==> config.mk <==
export PLATFORM = sky130hd
export DESIGN_NAME = pipe_if_fetch
export DESIGN_NICKNAME = d
export VERILOG_FILES = /design/src/rtl/pipe_if_fetch.sv
export SDC_FILE = /design/constraint.sdc
export NUM_CORES = 1
export LEC_CHECK = 0
export ABC_AREA = 1
export CAP_MARGIN = 25
export CORE_UTILIZATION = 29
export DETAILED_ROUTE_END_ITERATION = 8
export PLACE_DENSITY = 0.57
export SLEW_MARGIN = 0
export SYNTH_ARGS = -nofsm -noshare
export SYNTH_HDL_FRONTEND = slang
export SYNTH_SLANG_ARGS = --single-unit
==> constraint.sdc <==
create_clock -name clk -period 9.9 [get_ports clk]
set_clock_uncertainty 0.2 [all_clocks]
set_input_delay 1.98 -clock clk [delete_from_list [all_inputs] [get_ports clk]]
set_output_delay 1.98 -clock clk [all_outputs]
set_load 0.005 [all_outputs]
==> src/rtl/pipe_if_fetch.sv <==
// Instruction-fetch stage with IF/ID latch: 2-entry prefetch FIFO in front of a
// variable-latency instruction memory, with single branch-delay-slot redirect handling.
module pipe_if_fetch #(
  parameter logic [31:0] RESET_PC   = 32'h0000_0000,
  parameter int unsigned FIFO_DEPTH = 2
) (
  input  logic        clk,
  input  logic        clr,
  input  logic [1:0]  pcsource,
  input  logic [31:0] bpc,
  input  logic [31:0] jpc,
  input  logic [31:0] ra,
  input  logic        nostall,
  output logic        imem_req,
  output logic [31:0] imem_addr,
  input  logic        imem_ack,
  input  logic [31:0] imem_rdata,
  output logic [31:0] dpc4,
  output logic [31:0] inst,
  output logic        dvalid
);

  typedef enum logic [1:0] {IDLE, REQ, KILL} state_t;

  state_t      state, state_n;
  logic [31:0] fpc, fpc_n;
  logic [31:0] addr_q, addr_n;
  logic [31:0] tgt, tgt_n;
  logic        tgt_pend, tgt_pend_n;
  logic [31:0] q_pc4  [FIFO_DEPTH];
  logic [31:0] q_inst [FIFO_DEPTH];
  logic        rd_ptr, wr_ptr;
  logic [1:0]  count, count_n;
  logic [31:0] target;
  logic        redirect, ack_ok, flush, take, pop, bypass, push;

  always_comb begin
    case (pcsource)
      2'b01:   target = bpc;
      2'b10:   target = ra;
      2'b11:   target = jpc;
      default: target = fpc;
    endcase
  end

  assign redirect = nostall && dvalid && (pcsource != 2'b00);
  assign ack_ok   = imem_ack && (state == REQ);
  // A redirect with buffered work keeps only the FIFO head (the delay slot)
  assign flush    = redirect && (count != 2'd0);
  assign take     = ack_ok && !flush;
  assign pop      = nostall && (count != 2'd0);
  assign bypass   = nostall && (count == 2'd0) && take;
  assign push     = take && !bypass;

  always_comb begin
    if (flush) count_n = 2'd0;
    else       count_n = count - {1'b0, pop} + {1'b0, push};
  end

  always_comb begin
    state_n    = state;
    fpc_n      = fpc;
    tgt_n      = tgt;
    tgt_pend_n = tgt_pend;
    if (take) fpc_n = tgt_pend ? tgt : fpc + 32'd4;
    if (ack_ok && tgt_pend) tgt_pend_n = 1'b0;
    // Slot already resolved (in FIFO or arriving now): redirect at once; else defer to slot ack
    if (redirect) begin
      if (flush || ack_ok) begin
        fpc_n = target;
      end else begin
        tgt_pend_n = 1'b1;
        tgt_n      = target;
      end
    end
    case (state)
      IDLE:    if (count_n < 2'd2) state_n = REQ;
      REQ: begin
        if (imem_ack)   state_n = (count_n < 2'd2) ? REQ : IDLE;
        else if (flush) state_n = KILL;
      end
      KILL:    if (imem_ack) state_n = (count_n < 2'd2) ? REQ : IDLE;
      default: state_n = IDLE;
    endcase
    // The outstanding address stays stable until acked, even when being killed
    addr_n = ((state != IDLE) && !imem_ack) ? addr_q : fpc_n;
  end

  always_ff @(posedge clk or posedge clr) begin
    if (clr) begin
      state    <= IDLE;
      fpc      <= RESET_PC;
      addr_q   <= RESET_PC;
      tgt      <= '0;
      tgt_pend <= 1'b0;
      count    <= '0;
      rd_ptr   <= 1'b0;
      wr_ptr   <= 1'b0;
      dpc4     <= '0;
      inst     <= '0;
      dvalid   <= 1'b0;
    end else begin
      state    <= state_n;
      fpc      <= fpc_n;
      addr_q   <= addr_n;
      tgt      <= tgt_n;
      tgt_pend <= tgt_pend_n;
      count    <= count_n;
      if (flush) begin
        rd_ptr <= 1'b0;
        wr_ptr <= 1'b0;
      end else begin
        if (pop)  rd_ptr <= ~rd_ptr;
        if (push) wr_ptr <= ~wr_ptr;
      end
      if (nostall) begin
        if (count != 2'd0) begin
          dpc4   <= q_pc4[rd_ptr];
          inst   <= q_inst[rd_ptr];
          dvalid <= 1'b1;
        end else if (take) begin
          dpc4   <= addr_q + 32'd4;
          inst   <= imem_rdata;
          dvalid <= 1'b1;
        end else begin
          inst   <= '0;
          dvalid <= 1'b0;
        end
      end
    end
  end

  always_ff @(posedge clk) begin
    if (push) begin
      q_pc4[wr_ptr]  <= addr_q + 32'd4;
      q_inst[wr_ptr] <= imem_rdata;
    end
  end

  assign imem_req  = (state != IDLE);
  assign imem_addr = addr_q;

endmodule

* Yosys cells after proc, flatten, opt, wreduce, memory -nomap -nowiden
Memory sizes are Yosys's and may differ from the RTL's. Cells that the tools add are included.
Word-level totals: register bits 168, bits in latches 0, bits in writable memories 128, ROM bits 0, output and inout port bits 98, logic and storage cells 82, memories 2
Memory list:
- q_inst | words 2, bits a word 32, read ports 1, clocked after Yosys merged registers in 0, wr ports 1, line 31 | logic [31:0] q_inst [FIFO_DEPTH];
- q_pc4 | words 2, bits a word 32, read ports 1, clocked after Yosys merged registers in 0, wr ports 1, line 30 | logic [31:0] q_pc4 [FIFO_DEPTH];
Cells by class: $add $sub $neg 4, $mul 0, div/mod/pow operators 0, order comparisons 1, eq/ne operators 8, shift-type cells 0, multiplexer cells 27, bitwise logic cells 3, reductions and logical operators 26
Operators by type and width (count):
- $mux 32 | 8
- $pmux 32 s3 | 1
- $add 32x3->32 const B | 2
- $mux 1 | 12
- $reduce_bool 2->1 | 6
- $logic_and 1x1->1 | 11
- $mux 2 | 5
- $eq 2x2->1 const B | 3
- $pmux 2 s3 | 1
- $eq 2x1->1 const B | 2
- $logic_not 2->1 | 2
- $ne 2x2->1 const B | 2
- $reduce_and 2->1 | 2
- $logic_not 1->1 | 3
- $ne 3x3->1 const B | 1
- $not 1->1 | 3
- $reduce_and 3->1 | 1
- $add 2x1->2 | 1
- $lt 2x2->1 const B | 1
- $sub 2x1->2 | 1
- $logic_or 1x1->1 | 1

* Depth between registers and ports, before layout
Gate-level depths: netlist (run 1).
word-level depth 14, depth in mapped cells 16, depth with buffers taken out 14

* Worst setup path before layout (run 1)
Ideal clock, no wire load.
kind input -> register, start input pcsource[1], end memory q_inst[0][0], enable pin, setup time 0.486 ns, arrival time 5.437 ns, path slack 3.776 ns, stages on the path 6, cell sequence nor2_2 nor2_4 a21oi_4 buf_4 o21ai_1 nor2_1
On the way: cells in the longest elaborated chain, start to end 10
Ends and longest elaborated chain:
- start: declaration | line 9 | input logic [1:0] pcsource,
- $reduce_bool 2->1 (*) | line 46 | assign redirect = nostall && dvalid && (pcsource != 2'b00);
- $logic_and 1x1->1 (*) | line 46
- $logic_and 1x1->1 (*) | line 49 | assign flush = redirect && (count != 2'd0);
- $logic_not 1->1 (*) | line 50 | assign take = ack_ok && !flush;
- $logic_and 1x1->1 (*) | line 50
- $logic_and 1x1->1 | line 52 | assign bypass = nostall && (count == 2'd0) && take;
- $logic_not 1->1 | line 53 | assign push = take && !bypass;
- $logic_and 1x1->1 (*) | line 53
- $mux 1 (*) | line 134 | if (push) begin
- $mux 1 (not written as such) (*) | line 136 | q_inst[wr_ptr] <= imem_rdata;
- end: declaration | line 31
Mark *: on every way between the ends. The rest lies on a longest branch, timed or not.

* Final worst setup path (run 1)
start input pcsource[1], end memory q_pc4[0][10], enable pin
On the way: cells in the longest elaborated chain, start to end 10
Ends and longest elaborated chain:
- $reduce_bool 2->1 (*) | line 46
- $logic_and 1x1->1 (*) | line 46
- $logic_and 1x1->1 (*) | line 49
- $logic_not 1->1 (*) | line 50
- $logic_and 1x1->1 (*) | line 50
- $logic_and 1x1->1 | line 52
- $logic_not 1->1 | line 53
- $logic_and 1x1->1 (*) | line 53
- $mux 1 (*) | line 134
- $mux 1 (not written as such) (*) | line 135 | q_pc4[wr_ptr] <= addr_q + 32'd4;
- end: declaration | line 30
Marks and branches as above.

==> results of run 1 <==
[layer usage]
| layer | share of wire, % | routed length, µm | vias to the layer above |
|---|---|---|---|
| met5 | 0 | 0 | - |
| met2 | 45 | 20040 | 396 |
| li1 | - | - | 6088 |
| met1 | 46 | 20580 | 5835 |
| met4 | 2.0 | 876 | 0 |
| met3 | 6.4 | 2834 | 57 |
[cells by family after synthesis]
| group | count (synthesis) |
|---|---|
| AOI/OAI and AO/OA | 259 |
| DFF | 296 |
| buffers and inverters | 187 |
| xor gates and xnor gates | 23 |
| and+or+nand+nor | 945 |
| adders and majority gates | 4 |
[registers in the layout, summed over array words and instances, names as in the netlist]
register   cells
count          2
dpc4          32
dvalid         1
fpc           32
imem_addr     32
inst          32
q_inst        64
q_pc4         64
rd_ptr         1
state          2
tgt           32
tgt_pend       1
wr_ptr         1
[path summary, 6_finish.rpt]
kind	endpoint	slack, ns	cells past startpoint
worst min register to register	dpc4[17]$_DFFE_PP0P_	0.28	2
min in group asynchronous	count[1]$_DFF_PP0_	1.64	2
worst min-delay path	dpc4[17]$_DFFE_PP0P_	0.28	2
max in group asynchronous	dpc4[13]$_DFFE_PP0P_	6.93	4
worst max-delay path	q_pc4[0][10]$_DFFE_PP_	4.64	8
worst max register to register	q_pc4[0][10]$_DFFE_PP_	5.46	6
[metrics by stage]
step	total power [W]	std cells	setup WS, ns	util [%]	hold slack [ns]
2_1_floorplan	0.003376	1714	3.173	-	0.2457
3_3_place_gp	0.004375	2541	3.895	35.36	0.2627
3_5_place_dp	0.004429	2543	4.028	35.45	0.2727
4_1_cts	0.005683	2605	4.601	37.65	0.2869
5_1_grt	0.006052	2608	4.415	37.80	0.3051
6_report	0.005633	2608	4.636	37.80	0.2800
[worst min-delay path, cell delays in order, from the launching register on]
cell and delay (ns):
dfrtp_1 0.34, nand2_1 0.05, o21ai_0 0.05
[layout by cell type, fill, tap and decap left out, types with 7 or more instances in the layout]
cell type	n
o21ai_0	108
and2_1	28
dfrtp_1	167
nor3_1	26
edfxtp_1	128
nand3_1	99
xor2_1	14
o21ai_1	12
xnor2_1	9
nand4_1	9
o211ai_1	8
clkbuf_1	12
inv_2	7
nand3b_1	17
or2_2	11
buf_4	11
a221oi_1	25
a21oi_1	85
a31oi_1	7
clkdlybuf4s50_1	231
inv_1	99
nor2_1	175
nand2_1	568
clkbuf_16	35
[final cells by class]
cell class | instances | area, µm² | area share, %
Clock inverter | 11 | 103.9 | 0.5601
Multi-Input combinational cell | 1231 | 5660 | 30.53
Inverter | 108 | 410.4 | 2.213
Clock buffer | 51 | 975.9 | 5.263
Tap cell | 664 | 830.8 | 4.480
Sequential cell | 296 | 8049 | 43.41
Timing Repair Buffer | 247 | 2512 | 13.55
[power groups by stage]
stage	registers, W	logic [W]	clock network, W
floorplan	0.00208	0.00129	0
global placement	0.00224	0.00214	0
detailed placement	0.00224	0.00219	0
CTS	0.00222	0.00220	0.00126
global route	0.00228	0.00246	0.00131
finish	0.00222	0.00218	0.00123
==> results by group, run 1 <==
CTS
  • CTS Root Cell: clkbuf_16
  • Max Buffers Root-to-Sink: 3
  • # resized after CTS: 0
  • TritonCTS clock tree: yes
  • TritonCTS Buffers: 35
  • Sink Count: 296
  • Clock transition at the registers of the reported paths: 0.06 ns
  • H-tree Lvls: 2
  • CTS hold repair buffers: 0
  • Post-CTS setup buffers: 0
  • Clock Latency Late Sink: 0.55 ns

Critical path
  • Critical-path top delay cell: nor2_4
  • Worst EP required: 9.88 ns
  • Crit path launch type: input port
  • Crit-path max cell delay: 0.76 ns
  • Top delay family on crit path: buffers and inverters
  • Worst r2r src: count[1]$_DFF_PP0_
  • Crit path from: pcsource[1]
  • Critical Path AT: 5.24 ns
  • Worst path bufs/invs: 3
  • Worst path cell trace: clkdlybuf4s50_1, nor2_2, buf_4, nor2_4, a21oi_4, o21ai_1, nor2_4, buf_4
  • Critical Path Sink Type: flop
  • Crit-path max FO: 36
  • Critical path class: in2reg

Global route
  • Met2 Use GR: 27.43%
  • GRT overflow: 0
  • Largest net degree at the start of global routing: 103
  • M3 GR Usage: 3.129%
  • Total global-route track usage: 17.51%
  • Layer carrying the most global-route usage: met2
  • Vias in the first global route: 11775
  • Grt met1 use: 24.74%
  • Antenna violations before repair: 0
  • First-pass GRT wire length: 68880 µm

Power
  • Switching Share: 39.33%
  • Clock power share: 21.8%
  • Maximum VDD drop: 0.1449 mV
  • Int Pwr: 0.003417 W
  • Switch Pwr: 0.002215 W
  • Gate power share: 38.7%
  • Register share of total power: 39.5%
  • PD cells: 303.8 mW/mm²
  • Leak pwr: 7.726 nW

Timing
  • Fin. max-slew vios: 0
  • Final Hold Vio Count: 0
  • Worst slew margin: 34.49%
  • Final setup fails: 0
  • Slew @ Worst Pin: 0.9826 ns
  • Period utilisation layout: 53.17%
  • RSZ-0062 raised after global routing: no
  • Setup_tns: 0 ns
  • Post-layout minimum cycle time: 5.264 ns
  • Fmax: 190.0 MHz

Yosys
  • Post-synth top area cell: dfrtp_1
  • EDFF count, synth: 128
  • Compound-gate portion of the synthesized area: 10.19%
  • Adder-Cell Fraction of Synth Area: 0.3468%
  • Yosys warning total: 0
  • Most common flop cell mapped by yosys: dfrtp_1
  • Commonest cells post-synth: 568 x nand2_1, 178 x nor2_1, 168 x dfrtp_1
  • Top cell type's share of synthesized area: 29.13%
  • Sequential element share of the synthesized area: 55.77%
  • Synth Cell Area: 0.01443 mm²
  • Largest cells by area after synthesis: dfrtp_1 29%, edfxtp_1 27%, nand2_1 15%
  • Post-synthesis mux area share: 0%
  • Seq cells post-synth: 296
  • FFs w/ async S/R, synth: 56.76%
  • Synth Instances: 1714
  • Netlist cell types: 40
  • Syn_area_per_cell: 8.420 µm²
  • Largest family of logic cells by synthesized area: simple AND/OR/NAND/NOR gates
  • Post-Synth XOR/XNOR Area: 1.396%
  • Most numerous cell in the Yosys netlist: nand2_1
  • Net Count, Synth: 1852
  • Simple-gate portion of the synthesized area: 27.17%

Placed design
  • Port Buffer Count: 231
  • GP Congestion: 0.8802
  • HPWL after detailed placement: 30980 µm
  • DP Area: 0.01739 mm²

Final layout
  • Layout cells sized above 1: 5.041%
  • Design area: 0.01854 mm²
  • Nets: 2057
  • Ant diodes: 0
  • Area growth syn-to-layout: 28.49%
  • Fillcell total: 5047

Die
  • Full die area: 0.05066 mm²
  • Core area: 0.04905 mm²
  • # IOs: 232
  • Starting density of the core: 29.42%
  • DIE WIDTH: 225.1 µm
  • Placement row count: 81
  • Die H: 225.1 µm

Drt
  • Drt pass-1 iters: 6
  • DRC: 0
  • Antenna-violating nets left: 0
  • Drt wl/cell: 17.00 µm
  • DR vias/cell: 4.745
  • Vias: 12376
  • DR iter-0 viols: 937
  • Final WL: 44330 µm

Hold path
  • Worst hold path class: reg2reg
  • Hold Path Origin: dpc4[17]$_DFFE_PP0P_

Run
  • Maxcap violations: 0

Status
  • Outcome: complete, no violations
(Power assumes the default switching activity.)
==> run 2, diff against run 1 <==
--- a/config.mk
+++ b/config.mk
@@ -9,7 +9,7 @@
 export CAP_MARGIN = 25
 export CORE_UTILIZATION = 29
 export DETAILED_ROUTE_END_ITERATION = 8
-export PLACE_DENSITY = 0.57
+export PLACE_DENSITY = 0.58
 export SLEW_MARGIN = 0
 export SYNTH_ARGS = -nofsm -noshare
 export SYNTH_HDL_FRONTEND = slang
==> constraint.sdc (replaced) <==
create_clock -name clk -period 4.7 [get_ports clk]
set_clock_uncertainty 0.2 [all_clocks]
set_input_delay 0.94 -clock clk [delete_from_list [all_inputs] [get_ports clk]]
set_output_delay 0.94 -clock clk [all_outputs]
set_load 0.005 [all_outputs]
==> run 2 against run 1 <==
Compared with the run above: register-to-register slack got worse by 4.1 ns; first-iteration DRC count fell by 13%; wire length rose by 1.8%; cell count rose by 0.58%; via count rose by 1.1%; global-route usage rose by 0.31 points; largest power group unchanged; total power rose by 110%; combinational power rose by 110%.
==> results by group, run 2 (same netlist as run 1, synthesis figures left out) <==
Status
  • Outcome: complete, no violations (unchanged)

CTS
  • Max Buffers Root-to-Sink: 3 (unchanged)
  • Sink Count: 296 (unchanged)
  • H-tree Lvls: 2 (unchanged)
  • # resized after CTS: 0 (unchanged)
  • TritonCTS Buffers: 36 (was 35)
  • CTS hold repair buffers: 0 (unchanged)
  • Clock Latency Late Sink: 0.55 ns (about the same)
  • TritonCTS clock tree: yes (unchanged)
  • Clock transition at the registers of the reported paths: 0.06 ns (about the same)
  • Post-CTS setup buffers: 0 (unchanged)
  • CTS Root Cell: clkbuf_16 (unchanged)

Critical path
  • Critical Path AT: 3.57 ns (was 5.24 ns)
  • Crit-path max cell delay: 0.64 ns (was 0.76 ns)
  • Worst EP required: 4.93 ns (was 9.88 ns)
  • Crit-path max FO: 47 (was 36)
  • Worst path cell trace: nor2_4, buf_4, inv_2, a21oi_4, o21ai_1, ha_1, inv_1, ha_1, inv_1, nand2_1, nand2_1, nor2_1, a21oi_1, a31o_2 (was clkdlybuf4s50_1, nor2_2, buf_4, nor2_4, a21oi_4, o21ai_1, nor2_4, buf_4)
  • Critical-path top delay cell: inv_2 (was nor2_4)
  • Worst path bufs/invs: 4 (was 3)
  • Critical Path Sink Type: flop (unchanged)
  • Top delay family on crit path: buffers and inverters (unchanged)
  • Critical path class: reg2reg (was in2reg)
  • Crit path launch type: flop (was input port)

Final layout
  • Most common cell after layout, fill and taps aside: nand2_1 (unchanged)
  • Commonest cells after routing, fill and taps aside: 568 x nand2_1, 231 x clkdlybuf4s50_1, 175 x nor2_1 (unchanged)
  • Layout cells sized above 1: 5.768% (was 5.041%)
  • Biggest regs: q_inst: 64 flops, q_pc4: 64 flops (unchanged)
  • Nets: 2069 (was 2057)
  • Area growth syn-to-layout: 29.39% (was 28.49%)
  • Ant diodes: 0 (unchanged)

Placed design
  • Port Buffer Count: 231 (unchanged)
  • GP Congestion: 0.8973 (was 0.8802)
  • Setup WS pre-CTS: 0.9296 ns (was 4.028 ns)
  • HPWL after detailed placement: 31700 µm (was 30980 µm)

Timing
  • Slew @ Worst Pin: 0.9280 ns (was 0.9826 ns)
  • Fin worst setup slack: 1.356 ns (was 4.636 ns)
  • WHS: 0.2776 ns (was 0.2800 ns)
  • Fmax: 299.0 MHz
  • Final setup fails: 0 (unchanged)
  • RSZ-0062 raised after global routing: no (unchanged)
  • Post-layout minimum cycle time: 3.344 ns
  • Fin. max-slew vios: 0 (unchanged)
  • Final Hold Vio Count: 0 (unchanged)
  • Period utilisation layout: 71.15%
  • Worst slew margin: 38.06% (was 34.49%)

Die
  • # IOs: 232 (unchanged)
  • Die H: 225.1 µm (unchanged)
  • Placement row count: 81 (unchanged)
  • Starting density of the core: 29.42% (unchanged)
  • Full die area: 0.05066 mm² (unchanged)
  • DIE WIDTH: 225.1 µm (unchanged)
  • Core area: 0.04905 mm² (unchanged)

Global route
  • GRT overflow: 0 (unchanged)
  • Total global-route track usage: 17.83% (was 17.51%)
  • Vias in the first global route: 11939 (was 11775)
  • M3 GR Usage: 3.390% (was 3.129%)
  • Largest net degree at the start of global routing: 67 (was 103)
  • First-pass GRT wire length: 69830 µm (was 68880 µm)
  • Antenna violations before repair: 0 (unchanged)
  • Met2 Use GR: 28.01% (was 27.43%)
  • Layer carrying the most global-route usage: met2 (unchanged)
  • Grt met1 use: 24.85% (was 24.74%)

Power
  • Clock power share: 22.3% (was 21.8%)
  • PD cells: 642.4 mW/mm² (was 303.8 mW/mm²)
  • Design Power: 0.01200 W (was 0.005633 W)
  • Int Pwr: 0.007275 W (was 0.003417 W)
  • Gate power share: 38.8% (was 38.7%)
  • Leak pwr: 7.801 nW (was 7.726 nW)
  • Maximum VDD drop: 0.3424 mV (was 0.1449 mV)
  • Register share of total power: 38.9% (was 39.5%)
  • Switch Pwr: 0.004721 W (was 0.002215 W)
  • Switching Share: 39.35% (was 39.33%)

Drt
  • Antenna-violating nets left: 0 (unchanged)
  • Vias: 12512 (was 12376)
  • DR vias/cell: 4.770 (was 4.745)
  • Drt pass-1 iters: 5 (was 6)
  • Final WL: 45120 µm (was 44330 µm)
  • Drt wl/cell: 17.20 µm (was 17.00 µm)
  • DRC: 0 (unchanged)
  • DR iter-0 viols: 818 (was 937)

Hold path
  • Worst hold path class: reg2reg (unchanged)

Run
  • Maxcap violations: 0 (unchanged)
## run 2: cell count changes in the layout (fill, tap and decap cells not counted), moves of 2 or more
cell      delta
inv_6        -2
buf_4       +11
clkbuf_1     -3
clkinv_8     +3
clkinv_1     +3
buf_12       +3
buf_16       -2
clkinv_2     +2
## run 2: final timing paths
path	start	endpoint	slack, ns	depth (start not counted)
min	dpc4[5]$_DFFE_PP0P_	dpc4[5]$_DFFE_PP0P_	0.28	2
max in group asynchronous	clr	inst[9]$_DFFE_PP0P_	2.93	3
max	count[1]$_DFF_PP0_	state[1]$_DFFE_PP0P_	1.36	14
max reg2reg	count[1]$_DFF_PP0_	state[1]$_DFFE_PP0P_	1.36	14
min in group asynchronous	clr	dpc4[0]$_DFFE_PP0P_	0.61	2
min reg2reg	dpc4[5]$_DFFE_PP0P_	dpc4[5]$_DFFE_PP0P_	0.28	2
## run 2: final cells by class
class	count	area, µm²
Inverter	108	409.1
Multi-Input combinational cell	1231	5660
Sequential cell	296	8049
Clock buffer	50	1003
Tap cell	664	830.8
Timing Repair Buffer	258	2585
Fill cell	5061	30380
Clock inverter	16	135.1
## run 2: through the flow
stage	util [%]	setup TNS [ns]	cell area, µm²	instances
6_report	38.07	0	18670	2623
5_1_grt	38.07	0	18670	2623
4_1_cts	38.01	0	18650	2622
3_5_place_dp	35.69	0	17510	2556
3_3_place_gp	35.69	0	17510	2556
2_1_floorplan	-	-49.14	14440	1714
## run 2: routing by layer
layer / vias up / share of wire [%]
li1: 6119 / -
met1: 5921 / 46
met2: 400 / 45
met3: 72 / 6.6
met4: 0 / 2.2
met5: - / 0
## run 2: worst min-delay path: cells and delay by family, from the launching register on
kind	cells	cell delay, ns
compound gates	1	0.05
flops	1	0.34
simple gates	1	0.05
## run 2: power groups by stage
stage	Clock [W]	Sequential, W	Combinational (W)
detailed placement	0	0.00470	0.00469
CTS	0.00274	0.00466	0.00470
finish	0.00268	0.00466	0.00465
global route	0.00284	0.00477	0.00525
global placement	0	0.00469	0.00460
floorplan	0	0.00439	0.00272
